<file path="src/rtl/fetch_pkg.sv">
// Shared definitions for the instruction-fetch sequencer: state encoding and PC step.
package fetch_pkg;
  localparam logic [2:0] ST_IDLE    = 3'd0;
  localparam logic [2:0] ST_REQ     = 3'd1;
  localparam logic [2:0] ST_HOLD    = 3'd2;
  localparam logic [2:0] ST_ADVANCE = 3'd3;
  localparam logic [2:0] ST_HALTED  = 3'd4;

  typedef enum logic [2:0] {
    S_IDLE    = ST_IDLE,
    S_REQ     = ST_REQ,
    S_HOLD    = ST_HOLD,
    S_ADVANCE = ST_ADVANCE,
    S_HALTED  = ST_HALTED
  } fetch_state_t;

  localparam int PC_STEP = 4;
endpackage

</file>
<file path="src/rtl/fetch_wait_timer.sv">
// Saturating wait counter for an outstanding imem request.
module fetch_wait_timer #(
  parameter int MAX_WAIT = 255
) (
  input  logic clk,
  input  logic rst,
  input  logic clear,
  input  logic en,
  output logic expired
);
  localparam int CNT_W = $clog2(MAX_WAIT + 1);

  logic [CNT_W-1:0] cnt;

  always_ff @(posedge clk or posedge rst) begin
    if (rst)
      cnt <= '0;
    else if (clear)
      cnt <= '0;
    else if (en && (cnt != CNT_W'(MAX_WAIT)))
      cnt <= cnt + 1'b1;
  end

  // cnt counts completed wait cycles, so this flags the MAX_WAIT-th cycle in REQ
  assign expired = en && (cnt >= CNT_W'(MAX_WAIT - 1));
endmodule

</file>
<file path="src/rtl/fetch_sequencer.sv">
// Instruction-fetch controller: issues imem reads at the current PC, presents the
// fetched word to decode, then steps or redirects the program counter.
module fetch_sequencer
  import fetch_pkg::*;
#(
  parameter int ADDR_W   = 32,
  parameter int INSTR_W  = 32,
  parameter int MAX_WAIT = 255
) (
  input  logic               clk,
  input  logic               rst,
  input  logic [ADDR_W-1:0]  pc_addr,
  output logic               imem_req,
  output logic [ADDR_W-1:0]  imem_addr,
  input  logic               imem_ack,
  input  logic [INSTR_W-1:0] imem_rdata,
  output logic               instr_valid,
  output logic [INSTR_W-1:0] instr,
  output logic [ADDR_W-1:0]  instr_pc,
  input  logic               instr_ready,
  input  logic               redirect_valid,
  input  logic [ADDR_W-1:0]  redirect_target,
  input  logic               halt,
  output logic               inc_pc,
  output logic               pc_src,
  output logic [ADDR_W-1:0]  next_pc_addr,
  output logic               halted,
  output logic               fetch_fault
);
  fetch_state_t      state;
  logic              redir_pend;
  logic [ADDR_W-1:0] redir_tgt;
  logic              timer_expired;

  fetch_wait_timer #(.MAX_WAIT(MAX_WAIT)) u_timer (
    .clk     (clk),
    .rst     (rst),
    .clear   (state != S_REQ),
    .en      (state == S_REQ),
    .expired (timer_expired)
  );

  always_ff @(posedge clk or posedge rst) begin
    if (rst) begin
      state       <= S_IDLE;
      instr       <= '0;
      instr_pc    <= '0;
      redir_pend  <= 1'b0;
      redir_tgt   <= '0;
      fetch_fault <= 1'b0;
    end else begin
      case (state)
        S_IDLE:
          state <= halt ? S_HALTED : S_REQ;
        S_REQ: begin
          if (redirect_valid) begin
            redir_pend <= 1'b1;
            redir_tgt  <= redirect_target;
          end
          // an arriving ack always beats a timeout in the same cycle
          if (imem_ack) begin
            if (redir_pend || redirect_valid) begin
              state <= halt ? S_HALTED : S_ADVANCE;
            end else begin
              instr    <= imem_rdata;
              instr_pc <= pc_addr;
              state    <= halt ? S_HALTED : S_HOLD;
            end
          end else if (timer_expired) begin
            fetch_fault <= 1'b1;
            state       <= S_HALTED;
          end
        end
        S_HOLD: begin
          if (redirect_valid) begin
            redir_pend <= 1'b1;
            redir_tgt  <= redirect_target;
            state      <= S_ADVANCE;
          end else if (instr_ready) begin
            state <= halt ? S_HALTED : S_ADVANCE;
          end
        end
        S_ADVANCE: begin
          // a redirect arriving during a plain +4 step is kept for the next fetch
          redir_pend <= redirect_valid && !redir_pend;
          if (redirect_valid && !redir_pend)
            redir_tgt <= redirect_target;
          state <= halt ? S_HALTED : S_REQ;
        end
        S_HALTED:
          state <= S_HALTED;
        default:
          state <= S_IDLE;
      endcase
    end
  end

  assign imem_req     = (state == S_REQ);
  assign imem_addr    = imem_req ? pc_addr : '0;
  assign instr_valid  = (state == S_HOLD);
  assign inc_pc       = (state == S_ADVANCE);
  assign pc_src       = (state == S_ADVANCE) && redir_pend;
  assign next_pc_addr = redir_tgt;
  assign halted       = (state == S_HALTED);
endmodule
</file>
<file path="config.mk">
export PLATFORM = sky130hd
export DESIGN_NAME = fetch_sequencer
export DESIGN_NICKNAME = d
export VERILOG_FILES = /design/src/rtl/fetch_pkg.sv /design/src/rtl/fetch_wait_timer.sv /design/src/rtl/fetch_sequencer.sv
export SDC_FILE = /design/constraint.sdc
export NUM_CORES = 1
export LEC_CHECK = 0
export BUFFER_PORTS_ARGS = -buffer_cell sky130_fd_sc_hd__clkbuf_2
export CAP_MARGIN = 20
export CORE_ASPECT_RATIO = 1.4
export CORE_UTILIZATION = 40
export CTS_BUF_LIST = sky130_fd_sc_hd__clkbuf_4 sky130_fd_sc_hd__clkbuf_8
export DETAILED_ROUTE_END_ITERATION = 12
export GPL_TIMING_DRIVEN = 0
export PLACE_DENSITY = 0.71
export SYNTH_ARGS = -nofsm -noshare
export SYNTH_HDL_FRONTEND = slang
export SYNTH_HIERARCHICAL = 1
export SYNTH_SLANG_ARGS = --single-unit
</file>
<file path="constraint.sdc">
create_clock -name clk -period 4 [get_ports clk]
set_input_delay 0.2 -clock clk [delete_from_list [all_inputs] [get_ports clk]]
set_output_delay 0.2 -clock clk [all_outputs]
set_load 0.1 [all_outputs]
</file>
# Word-level counts from Yosys, hierarchy flattened
# Cells that the tools add are included.
[op_classes] addsub=1 n_lt_le_gt_ge=1 n_eq_ne=10 n_mux=17 bitwise_logic=2 n_reduce_logical=16
[ops] cell="$mux 32" n=3
[ops] cell="$pmux 32 s2" n=1
[ops] cell="$mux 3" n=8
[ops] cell="$mux 8" n=2
[ops] cell="$pmux 3 s4" n=1
[ops] cell="$ne 3x1->1 const B" n=3
[ops] cell="$reduce_and 3->1" n=3
[ops] cell="$add 8x1->8 const B" n=1
[ops] cell="$ge 8x8->1 const B" n=1
[ops] cell="$ne 8x8->1 const B" n=1
[ops] cell="$eq 3x2->1 const B" n=2
[ops] cell="$logic_and 1x1->1" n=4
[ops] cell="$ne 2x1->1 const B" n=2
[ops] cell="$reduce_and 2->1" n=2
[ops] cell="$reduce_bool 2->1" n=2
[ops] cell="$reduce_or 2->1" n=2
[ops] cell="$eq 3x1->1 const B" n=1
[ops] cell="$eq 3x3->1 const B" n=1
[ops] cell="$logic_not 3->1" n=1
[ops] cell="$not 1->1" n=2
[ops] cell="$pmux 1 s2" n=1
[ops] cell="$logic_not 1->1" n=1
[ops] cell="$logic_or 1x1->1" n=1
[ops] cell="$mux 1" n=1
[totals] register_bits=109 output_inout_bits=134

# Logic depth before layout (Yosys ltp)
[logic_depth] word_depth=5 depth_mapped=7 ltp_nobuf=6

# Modules after synthesis
# Netlist, hierarchy kept.
[modules_own_cells] module="fetch_sequencer" n_inst=1 cells_each=283 area_each_um2=4436.8 seq_area_each_um2=2527.4
[modules_own_cells] module="fetch_wait_timer" n_inst=1 cells_each=50 area_each_um2=469.2 seq_area_each_um2=200.2

# Worst setup path after synthesis
# No wires, ideal clock.
[synth_path] path_type="flip-flop to output port" from="register state[2]" to="output port imem_addr[23]" arrival_ns=2.800 t_required_ns=3.800 setup_slack_ns=1.000 stages_incl_launch_ff=5 n_path_buf=2 cell_sequence="dfrtp_1 > buf_6 > nor3b_4 > clkbuf_1 > and2_1"
[synth_via] elab_chain_len=2
[synth_rtl] element="start, declared" line_no="fetch_sequencer.sv:30" text="fetch_state_t state;"
[synth_rtl] element="start signal, assigned" line_no="fetch_sequencer.sv:54" text="state <= halt ? S_HALTED : S_REQ;"
[synth_rtl] element="start signal, assigned" line_no="fetch_sequencer.sv:63" text="state <= halt ? S_HALTED : S_ADVANCE;"
[synth_rtl] element="start signal, assigned" line_no="fetch_sequencer.sv:67" text="state <= halt ? S_HALTED : S_HOLD;"
[synth_rtl] element="$eq 3x1->1" line_no="fetch_sequencer.sv:98" text="assign imem_req = (state == S_REQ);"
[synth_rtl] element="named net imem_req" line_no="fetch_sequencer.sv:13" text="output logic imem_req,"
[synth_rtl] element="$mux 32" line_no="fetch_sequencer.sv:99" text="assign imem_addr = imem_req ? pc_addr : '0;"
[synth_rtl] element="end, declared" line_no="fetch_sequencer.sv:14" text="output logic [ADDR_W-1:0] imem_addr,"
# The timed path passes the listed nets, and every way through them passes these cells.

# Worst setup path after layout
[layout_path] from="register state[2]" to="output port imem_addr[28]"
[layout_via] elab_chain_len=2
[layout_rtl] element="$eq 3x1->1" line_no="fetch_sequencer.sv:98"
[layout_rtl] element="$mux 32" line_no="fetch_sequencer.sv:99"
# Every way passes these cells.

==> results.ini <==
[worst_setup_path]
crit_fanout = 16
start_kind = register
critical_path_class = register to primary output
critical_path.slowest_cell = clkbuf_1
timing.rr.end = state[2]
worstSetupEndpointType = primary output
crit_start = state[2]
arrival_ns = 2.58
worst-r2r-cell-count = 7
path_buf_inv = 3
critical_path_required_ns = 3.80
path_delay_family = buffers and inverters
rr_startpoint = state[2]
crit_chain = buf_6 > nor3b_4 > clkbuf_1 > and2_1 > clkbuf_2
max_stage_delay_ns = 0.55
cp.depth = 5
rrSetupSlack_ns = 1.36
critPathCapture = imem_addr[28]

[global_routing]
grtUsageMet3_pct = 4.20
antenna_found_initial = 0
grt_max_degree = 62
grt_usage_pct = 18.6
top_usage_layer = met2
overflow = 0
grt_use_met2_pct = 31.7
grt_first_pass_wirelength_mm = 18.2
use_met1_pct = 21.6
grt_pass1_vias = 3719

[timing]
slew_headroom_pct = 57.9
setup_viol = 0
fin_crit_ns = 2.78
tns_ns = 0
holdWs_ns = 0.0560
rsz0062_at_grt = false
max_freq_mhz = 359
hold_viol_final = 0
fin_ws_ns = 1.22
period_share_pct = 69.6
final-max-slew-violation-count = 0
tightest_slew_ns = 0.632
clock_skew_ns = 0.0158

[die]
core-area_mm2 = 0.0119
num_io_pins = 236
die_area_mm2 = 0.0127
start_util_pct = 41.3
die-width_um = 95.6
dieHeight_um = 133
rows = 47

[yosys]
synthArstFlopShare_pct = 100
syn-cell-area_mm2 = 0.00491
ys_seq_area_share_pct = 55.6
synth_cell_types = 47
synth_warnings = 6
ys_seq_elements = 109
synthesis.nets = 437
synthFlopType = dfrtp_1
avgSynthCellArea_um2 = 14.7
syn_inst = 333
synth_edf_count = 0

[cts]
cts_buffer_depth = 2
cts_sinks = 109
insertion_delay_ns = 0.37
numCtsBuffers = 9
clk_pin_slew_worst_paths_ns = 0.11
htree_levels = 3
post_cts.repair.setup_buffers = 0
root_buffer = clkbuf_8
cts_tree = yes

[cells_and_area]
fin_util_pct = 54.6
drive_gt1_share_pct = 63.5
diodes = 0
fin_nets = 685
n_fill_cell = 1035
final_cell_mix = clkbuf_2, dfrtp_1, mux2_4, mux2_2, and2_1
area.growth.synth_to_final_pct = 32.3
final_common_cell = clkbuf_2

[place]
gp_congestion = 0.921
io_buffers = 235
dp_worst_setup_slack_ns = 1.38
hpwl_mm = 8.82

[routing]
via_count = 3544
via_per_inst = 4.83
drt_wl_total_mm = 11.5
dr.pass1.iters = 4
drt-initial-drc-count = 116
drtAntennaViolNets = 0
post_drt_wl_per_cell_um = 15.7
route.detailed.drc = 0

[min_path]
hold_class = primary input to register

[job]
cap_viol_max_count = 0

[outcome]
outcome = completed

-- how the worst min path moves through the flow --
stage                         from             end  cells past startpoint
global placement               rst  u_timer/cnt[5]                      2
finish              imem_rdata[28]       instr[28]                      2
CTS                 imem_rdata[28]       instr[28]                      2
global route        imem_rdata[28]       instr[28]                      2
floorplan                      rst  u_timer/cnt[0]                      1
detailed placement             rst  u_timer/cnt[2]                      2
-- stage by stage --
step | instances | area, um^2
after detailed placement | 716 | 6300
final | 733 | 6490
after global placement | 715 | 6270
after floorplan | 333 | 4910
after global routing | 733 | 6490
after CTS | 733 | 6490
-- sequential cells by signal, summed over array words and instances (netlist names) --
signal        cells
state             3
instr            32
fetch_fault       1
next_pc_addr     32
instr_pc         32
redir_pend        1
u_timer/cnt       8
-- worst reg2reg max path, delay by kind of cell (launching register included) --
| kind | cells | cell delay (ns) |
|---|---|---|
| AO/OA/AOI/OAI | 2 | 0.39 |
| buffers and inverters | 2 | 0.69 |
| flip-flops | 1 | 0.38 |
| AND/OR/NAND/NOR | 3 | 1.10 |
-- cell type report --
| cell class | count | area [um^2] | area share, % |
|---|---|---|---|
| repair buffers | 237 | 1210 | 18.7 |
| clock buffers | 9 | 124 | 1.91 |
| flip-flops and latches | 109 | 2730 | 42.0 |
| plain buffers | 16 | 138 | 2.12 |
| inverters | 7 | 28.8 | 0.443 |
| well taps | 147 | 184 | 2.83 |
| clock inverters | 7 | 60.1 | 0.925 |
| multi-input cells | 201 | 2010 | 31.0 |
-- cell usage after synthesis (all sizes together) (2+ instances only) --
library cell	instances	area share (%)
a211oi	3	0.46
a21oi	5	0.51
and2	32	4.1
and4	2	0.38
buf	12	2.5
clkbuf	4	0.33
dfrtp	109	56
ha	2	0.51
inv	7	0.54
mux2	97	27
nand2	3	0.23
nand2b	2	0.25
nand3	8	1.2
nand4	2	0.69
nor2	16	1.3
nor2b	2	0.25
nor3	5	0.61
nor3b	3	0.69
o21bai	2	0.31
xnor2	2	0.36
-- what timing repair did --
item	4_1_cts	5_1_grt
hold buffers	1	0
gates resized for setup	0	0
endpoints found under the hold margin	48	0
-- metal layers --
metal | vias to the layer above | wire length (um)
li1 | 1646 | -
met1 | 1727 | 4420
met2 | 142 | 5960
met3 | 29 | 723
met4 | 0 | 392
met5 | - | 0
-- kinds of logic after synthesis --
kind of cell    Yosys count  synth area share (%)
buf+inv                  23                  3.34
flops                   109                  55.6
simple gates             80                  10.5
compound gates           19                  2.68
fa+ha+maj                 2                 0.510
xor+xnor                  2                 0.357
mux                      98                  27.1
Power is left out: the tool's default activity adds up to more than one toggle a clock period on the data nets, which glitch-free logic cannot reach.
